==> src/rtl/gb80_pkg.sv <==
// rtl/gb80_pkg.sv - shared GB80 ALU control codes, sequencer op codes, flag bit indices and sequencer states
package gb80_pkg;

  localparam logic [2:0] ALU_ADD = 3'd0;
  localparam logic [2:0] ALU_ADC = 3'd1;
  localparam logic [2:0] ALU_SUB = 3'd2;
  localparam logic [2:0] ALU_SBC = 3'd3;

  localparam logic [1:0] SEQ_ADD16     = 2'd0;
  localparam logic [1:0] SEQ_INC16     = 2'd1;
  localparam logic [1:0] SEQ_DEC16     = 2'd2;
  localparam logic [1:0] SEQ_ADD_SP_E8 = 2'd3;

  localparam int FLAG_Z = 7;
  localparam int FLAG_N = 6;
  localparam int FLAG_H = 5;
  localparam int FLAG_C = 4;

  typedef enum logic [1:0] {
    ST_IDLE = 2'd0,
    ST_LOW  = 2'd1,
    ST_HIGH = 2'd2,
    ST_DONE = 2'd3
  } seq_state_t;

endpackage

==> src/rtl/alu16_sequencer_if.sv <==
// rtl/alu16_sequencer_if.sv - shared 8-bit ALU bus; master = sequencer, slave = ALU
interface alu16_sequencer_if #(
  parameter int DATA_WIDTH   = 8,
  parameter int OPCODE_WIDTH = 3
);

  logic                    alu_req;
  logic [DATA_WIDTH-1:0]   alu_data_A;
  logic [DATA_WIDTH-1:0]   alu_data_B;
  logic [OPCODE_WIDTH-1:0] alu_control;
  logic                    alu_carry_in;
  logic [DATA_WIDTH-1:0]   alu_data;
  logic [7:0]              alu_flags;

  modport master (
    output alu_req, alu_data_A, alu_data_B, alu_control, alu_carry_in,
    input  alu_data, alu_flags
  );

  modport slave (
    input  alu_req, alu_data_A, alu_data_B, alu_control, alu_carry_in,
    output alu_data, alu_flags
  );

endinterface

==> src/rtl/alu16_sequencer.sv <==
// rtl/alu16_sequencer.sv - two-pass 16-bit op sequencer over the shared 8-bit ALU
// ALU16_FAST_INCDEC_EN: INC16/DEC16 bypass the ALU through a direct 16-bit inc/dec (IDLE -> DONE).
module alu16_sequencer
  import gb80_pkg::*;
#(
  parameter int DATA_WIDTH   = 8,
  parameter int OPCODE_WIDTH = 3
) (
  input  logic                    i_clk,
  input  logic                    i_rst,
  input  logic                    i_start,
  input  logic [1:0]              i_op,
  input  logic [2*DATA_WIDTH-1:0] i_operand_A,
  input  logic [2*DATA_WIDTH-1:0] i_operand_B,
  input  logic [7:0]              i_flags,
  output logic                    o_busy,
  output logic                    o_done,
  output logic [2*DATA_WIDTH-1:0] o_result,
  output logic [7:0]              o_flags,
  alu16_sequencer_if.master       alu
);

  localparam int W = 2 * DATA_WIDTH;
  localparam logic [DATA_WIDTH-1:0] BYTE_ONE = DATA_WIDTH'(1);

  seq_state_t            state;
  logic [1:0]            op_q;
  logic [DATA_WIDTH-1:0] a_hi_q;
  logic [DATA_WIDTH-1:0] b_hi_q;
  logic [7:0]            f_q;
  logic [DATA_WIDTH-1:0] res_lo;
  logic                  lo_c;
  logic                  lo_h;
  logic [DATA_WIDTH-1:0] hi_b;
  logic [7:0]            new_flags;
  logic                  unused_alu_flags;

  assign unused_alu_flags = ^{alu.alu_flags[7:6], alu.alu_flags[3:0]};

  // High-byte addend is resolved at start so only one byte of B needs latching.
  always_comb begin
    hi_b = '0;
    case (i_op)
      SEQ_ADD16:     hi_b = i_operand_B[W-1:DATA_WIDTH];
      SEQ_ADD_SP_E8: hi_b = {DATA_WIDTH{i_operand_B[DATA_WIDTH-1]}};
      default:       hi_b = '0;
    endcase
  end

  always_comb begin
    new_flags = 8'h00;
    case (op_q)
      SEQ_ADD16: begin
        new_flags[FLAG_Z] = f_q[FLAG_Z];
        new_flags[FLAG_H] = alu.alu_flags[FLAG_H];
        new_flags[FLAG_C] = alu.alu_flags[FLAG_C];
      end
      SEQ_ADD_SP_E8: begin
        new_flags[FLAG_H] = lo_h;
        new_flags[FLAG_C] = lo_c;
      end
      default: new_flags = f_q;
    endcase
  end

  always_ff @(posedge i_clk or posedge i_rst) begin
    if (i_rst) begin
      state            <= ST_IDLE;
      op_q             <= SEQ_ADD16;
      a_hi_q           <= '0;
      b_hi_q           <= '0;
      f_q              <= '0;
      res_lo           <= '0;
      lo_c             <= 1'b0;
      lo_h             <= 1'b0;
      o_busy           <= 1'b0;
      o_done           <= 1'b0;
      o_result         <= '0;
      o_flags          <= '0;
      alu.alu_req      <= 1'b0;
      alu.alu_data_A   <= '0;
      alu.alu_data_B   <= '0;
      alu.alu_control  <= '0;
      alu.alu_carry_in <= 1'b0;
    end else begin
      o_done <= 1'b0;
      case (state)
        ST_IDLE: begin
          if (i_start) begin
            op_q   <= i_op;
            a_hi_q <= i_operand_A[W-1:DATA_WIDTH];
            b_hi_q <= hi_b;
            f_q    <= i_flags;
            o_busy <= 1'b1;
`ifdef ALU16_FAST_INCDEC_EN
            if (i_op == SEQ_INC16 || i_op == SEQ_DEC16) begin
              o_result <= (i_op == SEQ_INC16) ? i_operand_A + W'(1) : i_operand_A - W'(1);
              o_flags  <= i_flags;
              o_done   <= 1'b1;
              state    <= ST_DONE;
            end else
`endif
            begin
              state            <= ST_LOW;
              alu.alu_req      <= 1'b1;
              alu.alu_data_A   <= i_operand_A[DATA_WIDTH-1:0];
              alu.alu_data_B   <= (i_op == SEQ_INC16 || i_op == SEQ_DEC16) ?
                                  BYTE_ONE : i_operand_B[DATA_WIDTH-1:0];
              alu.alu_control  <= (i_op == SEQ_DEC16) ? OPCODE_WIDTH'(ALU_SUB)
                                                       : OPCODE_WIDTH'(ALU_ADD);
              alu.alu_carry_in <= 1'b0;
            end
          end
        end
        ST_LOW: begin
          res_lo           <= alu.alu_data;
          lo_c             <= alu.alu_flags[FLAG_C];
          lo_h             <= alu.alu_flags[FLAG_H];
          state            <= ST_HIGH;
          alu.alu_data_A   <= a_hi_q;
          alu.alu_data_B   <= b_hi_q;
          alu.alu_control  <= (op_q == SEQ_DEC16) ? OPCODE_WIDTH'(ALU_SBC)
                                                   : OPCODE_WIDTH'(ALU_ADC);
          alu.alu_carry_in <= alu.alu_flags[FLAG_C];
        end
        ST_HIGH: begin
          o_result         <= {alu.alu_data, res_lo};
          o_flags          <= new_flags;
          o_done           <= 1'b1;
          state            <= ST_DONE;
          alu.alu_req      <= 1'b0;
          alu.alu_data_A   <= '0;
          alu.alu_data_B   <= '0;
          alu.alu_control  <= '0;
          alu.alu_carry_in <= 1'b0;
        end
        default: begin
          state  <= ST_IDLE;
          o_busy <= 1'b0;
        end
      endcase
    end
  end

endmodule
==> src/flat_wrapper.sv <==
// flat-port wrapper written by rule: the top's interface ports become plain ports
module alu16_sequencer_flat import gb80_pkg::*;
#(
  parameter int DATA_WIDTH   = 8,
  parameter int OPCODE_WIDTH = 3
)
  (i_clk, i_rst, i_start, i_op, i_operand_A, i_operand_B, i_flags, o_busy, o_done, o_result, o_flags, alu_alu_req, alu_alu_data_A, alu_alu_data_B, alu_alu_control, alu_alu_carry_in, alu_alu_data, alu_alu_flags);
  alu16_sequencer_if #(.DATA_WIDTH(DATA_WIDTH), .OPCODE_WIDTH(OPCODE_WIDTH)) alu_i ();
  input  logic i_clk;
  input  logic i_rst;
  input  logic i_start;
  input  logic [1:0] i_op;
  input  logic [2*DATA_WIDTH-1:0] i_operand_A;
  input  logic [2*DATA_WIDTH-1:0] i_operand_B;
  input  logic [7:0] i_flags;
  output logic o_busy;
  output logic o_done;
  output logic [2*DATA_WIDTH-1:0] o_result;
  output logic [7:0] o_flags;
  output wire logic [$bits(alu_i.alu_req)-1:0] alu_alu_req;
  output wire logic [$bits(alu_i.alu_data_A)-1:0] alu_alu_data_A;
  output wire logic [$bits(alu_i.alu_data_B)-1:0] alu_alu_data_B;
  output wire logic [$bits(alu_i.alu_control)-1:0] alu_alu_control;
  output wire logic [$bits(alu_i.alu_carry_in)-1:0] alu_alu_carry_in;
  input wire logic [$bits(alu_i.alu_data)-1:0] alu_alu_data;
  input wire logic [$bits(alu_i.alu_flags)-1:0] alu_alu_flags;
  assign alu_alu_req = alu_i.alu_req;
  assign alu_alu_data_A = alu_i.alu_data_A;
  assign alu_alu_data_B = alu_i.alu_data_B;
  assign alu_alu_control = alu_i.alu_control;
  assign alu_alu_carry_in = alu_i.alu_carry_in;
  assign alu_i.alu_data = alu_alu_data;
  assign alu_i.alu_flags = alu_alu_flags;
  alu16_sequencer #(.DATA_WIDTH(DATA_WIDTH), .OPCODE_WIDTH(OPCODE_WIDTH)) u_core (.i_clk(i_clk), .i_rst(i_rst), .i_start(i_start), .i_op(i_op), .i_operand_A(i_operand_A), .i_operand_B(i_operand_B), .i_flags(i_flags), .o_busy(o_busy), .o_done(o_done), .o_result(o_result), .o_flags(o_flags), .alu(alu_i));
endmodule
==> config.mk <==
export PLATFORM = sky130hd
export DESIGN_NAME = alu16_sequencer_flat
export DESIGN_NICKNAME = d
export VERILOG_FILES = /design/src/rtl/gb80_pkg.sv /design/src/rtl/alu16_sequencer_if.sv /design/src/rtl/alu16_sequencer.sv /design/src/flat_wrapper.sv
export SDC_FILE = /design/constraint.sdc
export NUM_CORES = 1
export LEC_CHECK = 0
export BUFFER_PORTS_ARGS = -buffer_cell sky130_fd_sc_hd__buf_4
export CAP_MARGIN = 20
export CELL_PAD_IN_SITES_DETAIL_PLACEMENT = 1
export CELL_PAD_IN_SITES_GLOBAL_PLACEMENT = 2
export CORE_MARGIN = 2
export CORE_UTILIZATION = 32
export DETAILED_ROUTE_END_ITERATION = 6
export PLACE_DENSITY = 0.77
export SETUP_SLACK_MARGIN = 0.1
export SYNTH_ARGS = -nofsm -noshare
export SYNTH_HDL_FRONTEND = slang
export SYNTH_SLANG_ARGS = --single-unit
==> constraint.sdc <==
create_clock -name i_clk -period 2.7 [get_ports i_clk]
set_input_delay 0 -clock i_clk [delete_from_list [all_inputs] [get_ports i_clk]]
set_output_delay 0 -clock i_clk [all_outputs]
set_load 0.05 [all_outputs]
# Yosys cells after proc, flatten, opt, wreduce, memory -nomap -nowiden

Index checks and enable logic that the tools add are counted.

Shift operators: 0
$lt $le $gt $ge: 0
Bitwise logic cells: 1
Add/sub/neg operators: 0
Mux-type cells: 22
Reduce and logical (&&, ||, !) cells: 12
Equality and inequality tests: 8
$mul: 0
Divide/modulo/power cells: 0

Operator list:

| kind                                                            | count |
|---|---|
| 8-bit case mux with 3 select lines                              | 2 |
| 8-bit 2-to-1 mux                                                | 3 |
| 8-bit case mux with 2 select lines                              | 1 |
| 2-bit == test, second input constant                            | 5 |
| 3-bit case mux with 3 select lines                              | 1 |
| 2-bit AND reduction                                             | 4 |
| 2-bit logical NOT                                               | 3 |
| 2-bit 2-to-1 mux                                                | 3 |
| 2-bit case mux with 3 select lines                              | 1 |
| 1-bit 2-to-1 mux                                                | 5 |
| 2-bit by 1-bit == test with 1-bit output, second input constant | 2 |
| 4-bit 2-to-1 mux                                                | 1 |
| 1-bit case mux with 2 select lines                              | 2 |
| 2-bit case mux with 2 select lines                              | 1 |
| 2-bit OR reduction                                              | 2 |
| 3-bit 2-to-1 mux                                                | 1 |
| 1-bit case mux with 3 select lines                              | 1 |
| 3-bit nonzero test                                              | 1 |
| 2-bit inequality test, second input constant                    | 1 |
| 2-bit nonzero test                                              | 1 |
| 1-bit logical OR                                                | 1 |
| 1-bit inverter                                                  | 1 |

Latch bits: 0
Word-level logic and storage cells: 60
Memories: 0
Register bits: 85
Memory bits (writable): 0
Output and inout port bits: 47
Memory bits (read-only): 0
Input port bits: 61

# Longest topological paths before layout

Gate-level depths: netlist of run 1.

Depth after elaboration: 5
Depth in mapped cells: 7
Gate-level depth less buffers: 5

# Worst setup path before layout of run 1

No wires, ideal clock.

Path type: register to register
From: reg u_core.state[0]
To: reg u_core.alu.alu_data_B[7]
Setup time: 125 ps
Arrival: 1513 ps
Cell stages (with the launch flop): 8
Period minus slack after synthesis: 1639 ps
Setup slack: 1061 ps
Data required time: 2575 ps
Path through: dfrtp_1 -> inv_1 -> ha_1 -> and2_1 -> buf_4 -> buf_4 -> a22oi_1 -> o21ai_1

Longest elaborated chain between the ends: 3
Elaborated cells on any way between the ends: 7

RTL lines:

| what                                                                   | line                     | source |
|---|---|---|
| start: declaration                                                     | alu16_sequencer.sv:26    | `seq_state_t state;` |
| start signal: assignment                                               | alu16_sequencer.sv:68    | `state <= ST_IDLE;` |
| start signal: assignment                                               | alu16_sequencer.sv:104   | `state <= ST_LOW;` |
| start signal: assignment                                               | alu16_sequencer.sv:119   | `state <= ST_HIGH;` |
| 2-bit by 1-bit == test with 1-bit output, or another cell as far along | alu16_sequencer.sv:87    | `case (state)` |
| 3-bit nonzero test (no line) or 2-bit inequality test (tied branches)  | -                        |  |
| 2-bit AND reduction (no line)                                          | -                        |  |
| end signal: assignment                                                 | alu16_sequencer.sv:107   | `alu.alu_data_B <= (i_op == SEQ_INC16 \|\| i_op == SEQ_DEC16) ?` |
| end signal: assignment                                                 | alu16_sequencer.sv:121   | `alu.alu_data_B <= b_hi_q;` |
| end: declaration                                                       | alu16_sequencer_if.sv:16 | `output alu_req, alu_data_A, alu_data_B, alu_control, alu_carry_in,` |

Parallel ways exist; a longest one is shown, timed or not.
A chain may end at the register's enable or synchronous reset.

# Final worst setup path of run 1

From: reg u_core.state[0]
To: reg u_core.alu.alu_control[0]

Longest elaborated chain between the ends: 3
Elaborated cells on any way between the ends: 7

RTL lines:

| what                                                                   | line                     | source |
|---|---|---|
| 2-bit by 1-bit == test with 1-bit output, or another cell as far along | alu16_sequencer.sv:87    |  |
| 3-bit nonzero test (no line) or 2-bit inequality test (tied branches)  | -                        |  |
| 2-bit AND reduction (no line)                                          | -                        |  |
| end signal: assignment                                                 | alu16_sequencer.sv:109   | `alu.alu_control <= (i_op == SEQ_DEC16) ? OPCODE_WIDTH'(ALU_SUB)` |
| end signal: assignment                                                 | alu16_sequencer.sv:122   | `alu.alu_control <= (op_q == SEQ_DEC16) ? OPCODE_WIDTH'(ALU_SBC)` |
| end: declaration                                                       | alu16_sequencer_if.sv:16 |  |

Parallel ways exist; a longest one is shown, timed or not.

==> key figures, run 1 <==
Final layout
  • Net count, final: 522
  • Ant diodes: 0
  • Final Util: 0.4772
  • Layout cells sized above 1: 0.3576
  • P&R area growth vs syn: 43.98%

Synth
  • Number of synthesized flops with an enable pin: 0
  • Ys async rst share: 1.000
  • Yosys warns: 0
  • Synth Register Bits: 84
  • Area leader, netlist: dfrtp_1
  • Post-synthesis sequential area ratio: 0.5799
  • Synth top cells by count: dfrtp_1, o21ai_0, mux2_2
  • Post-synth cell types: 31
  • Largest cells by area after synthesis: dfrtp_1, mux2_2, o21ai_0, ha_1, mux2_1
  • Post-synth top flop: dfrtp_1
  • Area of the mapped netlist: 3625 sq um
  • Net Count, Synth: 381
  • Post-Syn Instances: 307
  • Most frequent cell after synthesis: dfrtp_1
  • Synth top area share: 0.5799
  • Avg Synthesized Cell Area: 11.81 sq um

Worst setup path
  • CP Data Required Time: 2.92 ns
  • Critical-path cell list: inv_1 > ha_1 > nor2b_2 > or2_1 > mux2_4
  • Worst stage delay on the critical path: 0.59 ns
  • Worst Path Class, Setup: reg2reg
  • Worst reg-to-reg path cell count: 5
  • FF-to-FF setup slack: 0.76 ns
  • CP arrival: ~2.2 ns
  • Slowest cell on crit path: or2_1
  • Worst r2r src: u_core.state[0]
  • RR Endpoint: u_core.alu.alu_control[0]
  • Crit-path max FO: 19
  • Critical path launch point type: flip-flop
  • Crit. End Element: flip-flop

Timing
  • Final min period: 1.941 ns
  • Slew Viols, Final: 0
  • Worst Clk Skew: 0.006410 ns
  • Worst-margin pin slew: 0.7354 ns
  • Setup violators final: 0
  • Tcrit/Tclk final: 0.7191
  • Worst slew margin: 0.5097
  • Endpoints failing hold: 0
  • Fmax: 515.1 MHz
  • RSZ-0062 raised after global routing: no
  • Setup tns final: 0 ns

Detailed routing
  • Final ANT Viol Nets: 0
  • Post-Route WL: 9.140 mm
  • Via/cell ratio: 4.659
  • DR WL/cell: 15.41 microns
  • DR DRC count: 0
  • TritonRoute pass-1 iters: 4
  • Iter 0 DRT Violations: 74
  • Vias: 2763

Global route
  • GR Util met1: 0.2022
  • First-pass GRT wire length: 15.32 mm
  • Vias in the first global route: 3004
  • GRT Overall Usage: 0.1556
  • Initial antenna violation count: 0
  • Most Crowded Layer GR: met2
  • GR Util met2: 0.2532
  • Largest net degree at the start of global routing: 60
  • Global route total overflow: 0
  • Met3 usage in global routing: 0.04446

Min path
  • Hold worst-path end: u_core.op_q[0]
  • Hold Path Cell Cnt: 3
  • Hold wc startpoint: i_op[0]
  • HP Class: in2reg

Floorplanning
  • Core area: about 11000 sq um
  • Die width: 110.4 microns
  • Die area: 12190 sq um
  • Chip Height: 110.4 microns
  • Initial cell density of the core: 0.3315
  • IO Count: approximately 110
  • # rows: 38

Clock network
  • CTS Root Cell: clkbuf_16
  • Clock sinks: 84
  • Clock latency on the worst-skew pair: about 0.34 ns
  • TritonCTS clock tree: done
  • TritonCTS Buffers: 9
  • Clk buf depth: 2
  • Htree depth: 3
  • Clk slew on worst S/H paths: 0.06 ns

Place
  • RD Place Congestion: 0.7941
  • PortBufs: 100
  • Final HPWL DP: 6.176 mm

Power and ir drop
  • P_leak: 2.423 nW
  • Power Density: 1300 nW/um^2
  • Overall power: approximately 6.8 mW
  • Worst vdd ir: about 0.73 mV

Job
  • Max-cap violations: 0

Run status
  • Status: complete, no violations
[logic make-up (layout without fill, tap and decap cells)]
| group | Yosys count | after routing | synth area share |
|---|---|---|---|
| AO/OA/AOI/OAI | 89 | 89 | 0.1346 |
| flip-flops | 84 | 84 | 0.5799 |
| buffers and inverters | 40 | 186 | 0.05350 |
| other | 1 | 1 | 0.001035 |
| multiplexers | 43 | 43 | 0.1346 |
| AND/OR/NAND/NOR | 37 | 37 | 0.05143 |
| adder cells (fa/ha/maj) | 13 | 13 | 0.04488 |
[cell type report]
class                   count  area, sq um
clock buffers               9        225.2
clock inverters             7        57.56
fillers                  1212         5717
inverters                  18        68.82
multi-input cells         183         1329
flip-flops and latches     84         2102
well taps                 140        175.2
repair buffers            152         1261
[state kept, by name, indices dropped and copies added (netlist names), 2 cells and up]
register	flops
u_core.o_result	16
u_core.a_hi_q	8
u_core.alu.alu_data_A	8
u_core.alu.alu_data_B	8
u_core.b_hi_q	8
u_core.f_q	8
u_core.o_flags	8
u_core.res_lo	8
u_core.alu.alu_control	2
u_core.op_q	2
u_core.state	2
[critical path, delay by kind of cell (launching register included)]
family,cells,cell delay [ns]
buffers and inverters,1,0.13
DFF,1,0.44
adders and majority gates,1,0.17
and+or+nand+nor,2,0.74
muxes,1,0.35
[how the worst max path moves through the flow]
stage,depth (start not counted),endpoint,startpoint,slack [ns]
floorplan,1,u_core.a_hi_q[0],i_rst,0.53
global placement,5,u_core.alu.alu_control[0],u_core.state[0],0.83
detailed placement,5,u_core.alu.alu_control[0],u_core.state[0],0.76
CTS,5,u_core.alu.alu_control[0],u_core.state[0],0.75
global route,5,u_core.alu.alu_control[0],u_core.state[0],0.57
finish,5,u_core.alu.alu_control[0],u_core.state[0],0.76
[routing by layer]
metal  routed length [microns]  vias up  part of all wire
li1                          -     1336                 -
met1                      4083     1337              0.45
met2                      4446       78              0.49
met3                       484       12             0.053
met4                       125        0             0.014
met5                         0        -                 0
[report_power, final]
group	total [mW]	internal (mW)	switching [mW]
clock network	1.16	0.636	0.528
registers	2.21	1.87	0.343
logic	3.41	1.25	2.16
[what timing repair did]
| item | 4_1_cts | 5_1_grt |
|---|---|---|
| endpoints found under the hold margin | 78 | 0 |
| setup buffers | 0 | 0 |
| hold buffers | 43 | 0 |
| gates resized for setup | 0 | 0 |
[placed cells by master (no fill, tap or decap), types with 6 or more instances in the layout]
cell / instances
clkbuf_16: 9
dlygate4sd3_1: 43
mux2_1: 8
buf_4: 108
inv_1: 17
o21ai_1: 12
a22oi_1: 7
ha_1: 13
a21oi_1: 16
nand2_1: 14
mux2_2: 34
nor2b_1: 6
o21ai_0: 44
dfrtp_1: 84
[per-stage QoR]
| stage | cells | cell area, sq um | setup slack, ns | hold WS [ns] |
|---|---|---|---|---|
| global placement | 534 | 4506 | 0.8259 | 0.02709 |
| global route | 593 | 5219 | 0.5715 | 0.02198 |
| floorplan | 307 | 3625 | 0.5349 | 0.1317 |
| finish | 593 | 5219 | 0.7585 | 0.001716 |
| detailed placement | 534 | 4506 | 0.7572 | 0.03169 |
| CTS | 593 | 5219 | 0.7454 | 0.001163 |
No activity file was read; power rests on OpenSTA's default activity.
==> inputs of run 2 (changes only) <==
==> constraint.sdc (replaced) <==
create_clock -name i_clk -period 1.95 [get_ports i_clk]
set_input_delay 0 -clock i_clk [delete_from_list [all_inputs] [get_ports i_clk]]
set_output_delay 0 -clock i_clk [all_outputs]
set_load 0.05 [all_outputs]
==> run 2 against run 1 <==
Register-to-register slack got worse by 0.47 ns. Utilization rose by 1.0 points. First-iteration DRC count rose by 64%. Clock-buffer cell count rose by 2. Non-clock buffer count rose by 5. Cell area rose by 2.2%. Critical endpoint is now u_core.state[1]. Highest routed layer unchanged.
==> key figures, run 2 (synthesized netlist as in run 1, its figures left out) <==
Timing
  • Fmax: 600.8 MHz
  • Slew Viols, Final: 0
  • Worst Clk Skew: roughly 0.0071 ns
  • Endpoints failing hold: 0
  • Final min period: 1.664 ns
  • RSZ-0062 raised after global routing: no
  • Setup tns final: 0 ns
  • Final hold slack: between 0.02 and 0.03 ns
  • Tcrit/Tclk final: 0.8536
  • Setup violators final: 0

Worst setup path
  • RR Endpoint: u_core.state[1]
  • Slowest cell on crit path: dfrtp_1
  • Crit. End Element: flip-flop
  • FF-to-FF setup slack: 0.29 ns
  • Worst r2r src: u_core.state[0]
  • CP Data Required Time: 2.17 ns
  • Critical path's top delay family: flip-flops
  • Critical path launch point type: flip-flop
  • CP Buf/Inv Count: 2
  • Critical-path cell list: inv_1 > ha_1 > nor2b_2 > buf_4 > mux2_2
  • CP arrival: 1.88 ns
  • Worst Path Class, Setup: reg2reg
  • Worst stage delay on the critical path: 0.43 ns
  • Crit-path max FO: 23
  • Worst reg-to-reg path cell count: 5

Detailed routing
  • Final ANT Viol Nets: 0
  • Iter 0 DRT Violations: 121
  • Vias: around 2800
  • Post-Route WL: 9.501 mm
  • DR WL/cell: about 16 microns
  • DR DRC count: 0
  • TritonRoute pass-1 iters: 4
  • Via/cell ratio: 4.742

Power and ir drop
  • P_sw: 4.196 mW
  • Power Density: 1828 nW/um^2
  • P_leak: between 2 and 2.5 nW
  • Power Internal: about 5.5 mW
  • Logic pwr share: 0.494
  • Clk pwr share: 0.190
  • Reg power frac: 0.316
  • Overall power: 9.744 mW
  • Worst vdd ir: 1.024 mV
  • Sw Ratio: 0.4307

Final layout
  • Max reg flops: 16
  • Layout cells sized above 1: 0.3646
  • Register area: approximately 2100 sq um
  • Non-filler instance count after layout: 598
  • Ant diodes: 0
  • Biggest register: u_core.o_result
  • Multi-input logic area: 1340 sq um
  • Final Cell Area: ~5300 sq um
  • Commonest non-fill, non-tap cell in the layout: buf_4
  • # fillers: 1197
  • P&R area growth vs syn: 47.08%
  • Net count, final: 527
  • Commonest non-fill, non-tap cells in the layout: buf_4, dfrtp_1, dlygate4sd3_1

Clock network
  • Setup repair bufs after CTS: 0
  • Htree depth: 3
  • Clock sinks: 84
  • CTS Root Cell: clkbuf_16
  • Clk slew on worst S/H paths: about 0.070 ns
  • TritonCTS clock tree: done
  • Clock latency on the worst-skew pair: around 0.33 ns
  • Clk buf depth: 2
  • TritonCTS Buffers: 9

Min path
  • Hold worst-path end: u_core.alu.alu_data_A[1]
  • Hold Path Cell Cnt: 4
  • Hold wc startpoint: i_operand_A[1]
  • HP Class: in2reg

Global route
  • Largest net degree at the start of global routing: 37
  • Vias in the first global route: 3107
  • Global route total overflow: 0
  • GRT Overall Usage: 0.1609
  • First-pass GRT wire length: ~16 mm
  • Initial antenna violation count: 0

Place
  • RD Place Congestion: 0.8359
  • PortBufs: 100
  • Final HPWL DP: 6.534 mm
  • Area after DPL: 4543 sq um
  • Post-Place Cells: between 500 and 600

Floorplanning
  • Die area: approximately 12000 sq um
  • Core area: 10940 sq um
  • Initial cell density of the core: 0.3315
  • Die width: between 100 and 150 microns
  • Chip Height: between 100 and 150 microns
  • IO Count: 108
  • # rows: 38

Job
  • Max-cap violations: 0

Run status
  • Status: complete, no violations
[run 2: power groups by stage]
| stage | registers [mW] | clock network, mW | logic [mW] |
|---|---|---|---|
| 2_1_floorplan | 4.48 | 0 | 1.91 |
| 3_3_place_gp | 3.06 | 0 | 4.66 |
| 3_5_place_dp | 3.10 | 0 | 4.77 |
| 4_1_cts | 3.08 | 1.91 | 4.86 |
| 5_1_grt | 3.20 | 1.98 | 5.18 |
| 6_report | 3.08 | 1.86 | 4.81 |
[run 2: how the worst max path moves through the flow]
stage	startpoint	cells after the start	end	slack [ns]
after floorplan	u_core.state[0]	7	u_core.alu.alu_data_B[7]	0.31
after global placement	u_core.state[0]	5	u_core.alu.alu_data_B[5]	0.19
after detailed placement	u_core.state[0]	5	u_core.alu.alu_data_B[3]	0.06
after CTS	u_core.state[0]	6	u_core.alu.alu_data_A[2]	0.19
after global routing	u_core.state[0]	5	u_core.alu.alu_data_B[4]	0.20
final	u_core.state[0]	5	u_core.state[1]	0.29
[run 2: metal layers]
layer,GRT usage,vias to the layer above,part of all wire
li1,-,1347,-
met1,0.2129,1398,0.46
met2,0.2626,81,0.48
met3,0.03568,10,0.048
met4,0.05250,0,0.014
met5,0,-,0
[run 2: per-stage QoR]
stage                     setup WS, ns  utilization
after floorplan                 0.3113            -
after global routing            0.1958       0.4875
after CTS                       0.1894       0.4868
final                           0.2856       0.4875
after global placement          0.1876       0.4154
after detailed placement       0.06444       0.4154
[run 2: cell type report]
class / count / share of cell area
sequential: 84 / 0.3943
multi-input combinational: 183 / 0.2514
timing repair buffer: 157 / 0.2469
clock buffer: 11 / 0.04553
tap: 140 / 0.03286
clock inverter: 5 / 0.01572
inverter: 18 / 0.01338
[run 2: repair_timing]
action	4_1_cts	5_1_grt
hold endpoints to repair	69	0
resized for setup	2	2
setup endpoints to repair	6	5
hold buffers	45	0
[run 2: tightest hold or removal path, delay by kind of cell]
| family | cells | cell delay, ns |
|---|---|---|
| AOI/OAI and AO/OA | 2 | 0.14 |
| buffers and inverters | 1 | 0.08 |
| and+or+nand+nor | 1 | 0.11 |
